**src/rtl/shared_adder_arbiter.sv**
```systemverilog
// rtl/shared_adder_arbiter.sv - four requesters share one ripple adder through a round-robin grant
// The sum is registered into a single-entry valid/ready response stage.

module ripple_adder #(
   parameter int WIDTH = 16
) (
   input  logic [WIDTH-1:0] a,
   input  logic [WIDTH-1:0] b,
   input  logic             cin,
   output logic [WIDTH:0]   sum
);
   logic [WIDTH-1:0] s;
   logic             carry;

   always_comb begin
      s     = '0;
      carry = cin;
      for (int i = 0; i < WIDTH; i++) begin
         s[i]  = a[i] ^ b[i] ^ carry;
         carry = (a[i] & b[i]) | (carry & (a[i] ^ b[i]));
      end
   end

   assign sum = {carry, s};
endmodule

module shared_adder_arbiter #(
   parameter int WIDTH = 16
) (
   input  logic               i_clk,
   input  logic               i_rst_n,
   input  logic [3:0]         i_req_valid,
   input  logic [4*WIDTH-1:0] i_req_add1,
   input  logic [4*WIDTH-1:0] i_req_add2,
   output logic [3:0]         o_req_ready,
   output logic               o_rsp_valid,
   output logic [1:0]         o_rsp_id,
   output logic [WIDTH:0]     o_rsp_result,
   input  logic               i_rsp_ready
);
   logic [1:0]       rr_ptr;
   logic [1:0]       winner;
   logic [1:0]       idx;
   logic             found;
   logic             accept_ok;
   logic             accept;
   logic [WIDTH-1:0] op_a;
   logic [WIDTH-1:0] op_b;
   logic [WIDTH:0]   sum;

   // Scan starts at rr_ptr; the 2-bit add wraps the search order modulo 4.
   always_comb begin
      found  = 1'b0;
      winner = rr_ptr;
      idx    = '0;
      for (int i = 0; i < 4; i++) begin
         idx = rr_ptr + 2'(i);
         if (!found && i_req_valid[idx]) begin
            found  = 1'b1;
            winner = idx;
         end
      end
   end

   assign accept_ok   = i_rst_n & (~o_rsp_valid | i_rsp_ready);
   assign accept      = found & accept_ok;
   assign o_req_ready = accept ? (4'b0001 << winner) : 4'b0000;

   always_comb begin
      op_a = '0;
      op_b = '0;
      if (found) begin
         op_a = i_req_add1[winner*WIDTH +: WIDTH];
         op_b = i_req_add2[winner*WIDTH +: WIDTH];
      end
   end

   ripple_adder #(.WIDTH(WIDTH)) u_adder (
      .a   (op_a),
      .b   (op_b),
      .cin (1'b0),
      .sum (sum)
   );

   always_ff @(posedge i_clk) begin
      if (!i_rst_n) begin
         rr_ptr       <= '0;
         o_rsp_valid  <= 1'b0;
         o_rsp_id     <= '0;
         o_rsp_result <= '0;
      end else if (accept) begin
         rr_ptr       <= winner + 2'd1;
         o_rsp_valid  <= 1'b1;
         o_rsp_id     <= winner;
         o_rsp_result <= sum;
      end else if (o_rsp_valid && i_rsp_ready) begin
         o_rsp_valid  <= 1'b0;
      end
   end
endmodule

```
**config.mk**
```make
export PLATFORM = sky130hd
export DESIGN_NAME = shared_adder_arbiter
export DESIGN_NICKNAME = d
export VERILOG_FILES = /design/src/rtl/shared_adder_arbiter.sv
export SDC_FILE = /design/constraint.sdc
export NUM_CORES = 1
export LEC_CHECK = 0
export ABC_AREA = 1
export BUFFER_PORTS_ARGS = -buffer_cell sky130_fd_sc_hd__buf_2
export CAP_MARGIN = 15
export CELL_PAD_IN_SITES_DETAIL_PLACEMENT = 1
export CELL_PAD_IN_SITES_GLOBAL_PLACEMENT = 1
export CORE_ASPECT_RATIO = 0.5
export CORE_MARGIN = 5
export CORE_UTILIZATION = 30
export CTS_BUF_LIST = sky130_fd_sc_hd__clkbuf_16
export DETAILED_ROUTE_END_ITERATION = 6
export HOLD_SLACK_MARGIN = 0.12
export PLACE_DENSITY = 0.91
export SLEW_MARGIN = 20
export SYNTH_ARGS = -nofsm -noshare
export SYNTH_HDL_FRONTEND = slang
export SYNTH_SLANG_ARGS = --single-unit
```
**constraint.sdc**
```tcl
create_clock -name i_clk -period 10.7 [get_ports i_clk]
set_input_delay 2.14 -clock i_clk [delete_from_list [all_inputs] [get_ports i_clk]]
set_output_delay 2.14 -clock i_clk [all_outputs]
set_load 0.1 [all_outputs]
```
==> results of run 1 <==
## state kept, by name (all words and copies together) (netlist names)
name          cells
o_rsp_result     17
o_rsp_id          2
rr_ptr            2
o_rsp_valid       1
## routing by layer
layer / global-route usage [%] / share of wire [%] / vias to the layer above
met5: 0 / 0 / -
met4: 6.85 / 3.6 / 0
met3: 3.01 / 3.9 / 40
met2: 36.3 / 52 / 112
met1: 23.4 / 41 / 1942
li1: - / - / 2032
## critical path: cells and delay by family
family,cells,cell delay (ns)
simple gates,10,1.62
compound gates,1,0.06
fa+ha+maj,16,6.06
buf+inv,3,0.25
## cell families (layout without fill, tap and decap cells)
logic type | after synthesis | count (layout) | synth area share (%)
and+or+nand+nor | 375 | 375 | 51.5
DFF | 22 | 22 | 13.8
adders and majority gates | 20 | 20 | 11.3
AOI/OAI and AO/OA | 39 | 39 | 6.10
buffers and inverters | 118 | 252 | 17.4
## placed cells by master (no fill, tap or decap), drive strengths merged
| master | n |
|---|---|
| buf | 170 |
| bufinv | 1 |
| nand3b | 32 |
| dfxtp | 22 |
| fa | 15 |
| nor2 | 15 |
| ha | 5 |
| clkinv | 6 |
| inv | 72 |
| nand2 | 251 |
| or2 | 1 |
| clkbuf | 3 |
| o21ai | 20 |
| a21oi | 19 |
| nand4 | 2 |
| nand3 | 74 |
## layout make-up
class	count	area, sq um
fillers	1471	6210
multi-input cells	434	2210
repair buffers	170	881
flip-flops and latches	22	440
inverters	78	293
well taps	140	175
clock buffers	3	75.1
clock inverters	1	30.0
## final timing paths
check | startpoint | to | slack [ns]
hold reg to reg | o_rsp_id[0] | o_rsp_id[0] | 0.48
hold / removal | o_rsp_id[0] | o_rsp_id[0] | 0.48
setup / recovery | i_req_valid[1] | o_rsp_result[15] | 0.69
setup reg to reg | rr_ptr[0] | o_rsp_result[15] | 1.77
## through the flow
| step | setup slack (ns) | instances | utilization, % | area (sq um) | hold WS (ns) |
|---|---|---|---|---|---|
| after floorplan | 1.49 | 574 | - | 3200 | 0.619 |
| after global routing | 0.361 | 848 | 39.8 | 4110 | 0.497 |
| after global placement | 0.957 | 844 | 38.8 | 4000 | 0.455 |
| final | 0.686 | 848 | 39.8 | 4110 | 0.478 |
| after CTS | 0.707 | 848 | 39.8 | 4110 | 0.478 |
| after detailed placement | 0.661 | 844 | 38.8 | 4000 | 0.468 |
==> results_dict.tcl, run 1 <==
set metrics [dict create \
    outcome "complete, no violations" \
    root_buffer "clkbuf_16" \
    die_y_um 83.1 \
    cp_slowest_stage_delay_ns 0.49 \
    rsz0062_at_grt "false" \
    area_growth_pct 28.2 \
    synthTopCellsByArea "nand2_1 29%, dfxtp_1 14%, nand3_1 12%" \
    avgRoutedWirePerCell_um 15.6 \
    synth_top_area_share_pct 29.1 \
    min_path_cells 2 \
    fin_worst_skew_ns 0.00488 \
    drive_above_1_share_pct 26.1 \
    worstSetupEndpointType "register" \
    worst_pin_slew_ns 0.546 \
    dr.pass1.iters 4 \
    worstPathRequired_ns 10.82 \
    gp_congestion 0.802 \
    ys_async_sr_fraction_pct 0 \
    antenna_cells 0 \
    drt_first_iter_violations 257 \
    grt_usage_pct 19.8 \
    drt-total-wl_um 13200 \
    r2r_cells 28 \
    slew_headroom_pct 63.5 \
    ys_top_cells_by_count "248 x nand2_1, 74 x nand3_1, 67 x inv_1" \
    hold_buffers 0 \
    crit_path_frequent_cell "fa_1" \
    maxCapViolations 0 \
    min_period_ns 10.01 \
    clkTransAtPathRegs_ns 0.06 \
    nets 864 \
    setup_viol 0 \
    critical_path_class "primary input to register" \
    synth-edff-count 0 \
    core-area_sq_um 10300 \
    num_rows 26 \
    yosysWarnings 0 \
    fmax_mhz 99.9 \
    cts_resized 0 \
    cp-start-kind "primary input" \
    io_pins 159 \
    cts_buffers 3 \
    ys_ff_latch 22 \
    via_count 4126 \
    port_buffers 158 \
    cts_buffer_depth 2 \
    clkLatencyLatePin_ns 0.26 \
    cts_sinks 22 \
    route.antenna.remaining_nets 0 \
    ys_types 22 \
    die_x_um 156 \
    post_cts_buffers 0 \
    antenna_found_initial 0 \
    grt_overflow 0 \
    drc_errors 0 \
    yosysSeqAreaShare_pct 13.8 \
    crit_path_top_delay_cell "fa_1" \
    netlist_area_sq_um 3200 \
    tns_ns 0 \
    hpwl_um 10100 \
    htreeDepth 1 \
    cts_tree "yes" \
    die_area_sq_um 13000 \
    syn_inst 574 \
    min_path_type "register to register" \
    worstPathArrival_ns 10.14 \
    syn_area_per_cell_sq_um 5.58 \
    yosysMostFrequentCell "nand2_1" \
    grt_first_pass_wirelength_um 21600 \
    grt_max_degree 37 \
    synth_top_cell_by_area "nand2_1" \
    grt_pass1_vias 4396 \
    vias_per_cell 4.87 \
    syn_nets 729 \
    finalHoldViolCount 0 \
    crit_fanout 20 \
    final_max_slew_viol_count 0 \
    synth_top_flop_cell "dfxtp_1" \
    post-route-period-util_pct 93.6 \
    initial_utilization_pct 31.0 \
]
Power of run 1 is left out: the tool's default activity adds up to more than one toggle a clock period on the data nets, which glitch-free logic cannot reach.
==> inputs of run 2 (changes only) <==
Settings changed: CORE_ASPECT_RATIO 0.5 to 0.6, CORE_UTILIZATION 30 to 27, PLACE_DENSITY 0.91 to 0.87.
Clock period 10.7 ns to 9.1 ns, I/O delays scaled along.
==> run 2 against run 1 <==
  * Global-route usage shrank 2.2 points
  * Clock-buffer cell count unchanged
  * Utilization down 2.0 points
  * Register-to-register slack lost 0.77 ns
  * Cell area up 5.5%
  * Critical path depth increased by 1
  * Via count down 3.2%
  * Critical path type unchanged
  * Critical endpoint unchanged
  * Largest cell class unchanged
==> results_dict.tcl, run 2 (synthesized netlist as in run 1, its figures left out) <==
set metrics [dict create \
    outcome "complete, no violations" \
    cts_tree "yes" \
    cts_buffer_depth 2 \
    grt_first_pass_wirelength_um 20300 \
    vias_per_cell 4.51 \
    final_common_cell "nand2_1" \
    drive_above_1_share_pct 29.6 \
    crit_path_frequent_cell "fa_2" \
    drc_errors 0 \
    die_x_um 151 \
    worstPathRequired_ns 9.22 \
    core-area_sq_um 11400 \
    rsz0062_at_grt "false" \
    slew_headroom_pct 63.9 \
    post-route-period-util_pct 96.6 \
    cts_sinks 22 \
    num_rows 30 \
    grt_overflow 0 \
    crit_buf_inv 3 \
    crit_fanout 11 \
    worstPathArrival_ns 8.91 \
    worstSetupEndpointType "register" \
    antenna_found_initial 2 \
    cpLargestDelayFamily "adder cells" \
    avgRoutedWirePerCell_um 14.6 \
    r2r_cells 31 \
    setup_viol 0 \
    grt_usage_pct 17.6 \
    worst-path-stages 31 \
    route.antenna.remaining_nets 0 \
    nets 882 \
    grt_max_degree 36 \
    r2r_slack_ns 1.00 \
    critPathCapture "o_rsp_result[15]" \
    clkLatencyLatePin_ns 0.26 \
    drt-total-wl_um 12900 \
    largest-register "o_rsp_result" \
    finalInstanceArea_sq_um 4330 \
    area_growth_pct 35.2 \
    cp_slowest_stage_delay_ns 0.49 \
    finalHoldViolCount 0 \
    via_count 3996 \
    post_dp_cell_area_sq_um 4170 \
    antenna_cells 0 \
    min_period_ns 8.79 \
    drt_first_iter_violations 132 \
    port_buffers 158 \
    clkTransAtPathRegs_ns 0.06 \
    worst_pin_slew_ns 0.541 \
    fin_worst_skew_ns 0.00510 \
    cts_buffers 3 \
    cp-start-kind "primary input" \
    maxCapViolations 0 \
    r2r_end "o_rsp_result[15]" \
    io_pins 159 \
    hold_buffers 0 \
    fmax_mhz 114 \
    largestRegisters "o_rsp_result: 17 flops, o_rsp_id: 2 flops, rr_ptr: 2 flops" \
    die_area_sq_um 14200 \
    die_y_um 94.4 \
    htreeDepth 1 \
    cp-startpoint "i_req_valid[0]" \
    largest_register_ffs 17 \
    min_path_type "register to register" \
    hpwl_um 10900 \
    gp_congestion 0.822 \
    final_cell_mix "246 x nand2_1, 158 x buf_2, 74 x nand3_1, 67 x inv_1, 32 x nand3b_1" \
    critical_path_class "primary input to register" \
    final_max_slew_viol_count 0 \
    grt_pass1_vias 4071 \
    dr.pass1.iters 4 \
    crit_path_top_delay_cell "fa_1" \
    root_buffer "clkbuf_16" \
    timing.rr.start "rr_ptr[0]" \
    initial_utilization_pct 28.0 \
]
-- run 2: cell types whose count changed in the layout (fill, tap and decap cells not counted), sizes merged --
cell  change
buf      +18
-- run 2: through the flow --
| step | setup WS (ns) | setup TNS [ns] | hold WS (ns) | instances | utilization [%] |
|---|---|---|---|---|---|
| after global placement | -0.235 | -0.366 | 0.457 | 881 | 36.4 |
| after detailed placement | -0.341 | -0.543 | 0.479 | 881 | 36.4 |
| final | 0.307 | 0 | 0.485 | 886 | 37.8 |
| after CTS | 0.0102 | 0 | 0.487 | 886 | 37.4 |
| after global routing | 0.0127 | 0 | 0.519 | 886 | 37.8 |
| after floorplan | 0.205 | 0 | 0.619 | 574 | - |
-- run 2: how the worst min path moves through the flow --
stage,from,endpoint,slack [ns],depth (start not counted)
floorplan,rr_ptr[1],rr_ptr[1],0.62,3
global placement,o_rsp_id[0],o_rsp_id[0],0.46,2
detailed placement,o_rsp_result[1],o_rsp_result[1],0.48,2
CTS,o_rsp_result[1],o_rsp_result[1],0.49,2
global route,o_rsp_id[1],o_rsp_id[1],0.52,2
finish,o_rsp_id[1],o_rsp_id[1],0.49,2
-- run 2: final cells by class --
type	instances	area, sq um
Clock inverter	1	30.0
Sequential cell	22	440
Timing Repair Buffer	188	1040
Multi-Input combinational cell	434	2260
Fill cell	1641	7120
Clock buffer	3	75.1
Inverter	78	293
Tap cell	160	200
-- run 2: routing by layer --
| metal | global-route usage, % | vias up | routed length (um) |
|---|---|---|---|
| met5 | 0 | - | 14 |
| met4 | 1.66 | 4 | 88 |
| met3 | 2.88 | 8 | 770 |
| met2 | 27.6 | 99 | 5670 |
| met1 | 26.3 | 1820 | 6400 |
| li1 | - | 2065 | - |
-- run 2: worst min-delay path, stage by stage, from the launching register on --
cell	delay (ns)
dfxtp_1	0.31
nand3_1	0.07
o21ai_1	0.06
-- run 2: what timing repair did --
item	4_1_cts	5_1_grt
buffers inserted	1	0
setup endpoints to repair	1	3
pin swaps	2	3
resized for setup	2	14
Power of run 2 is left out for the same reason.
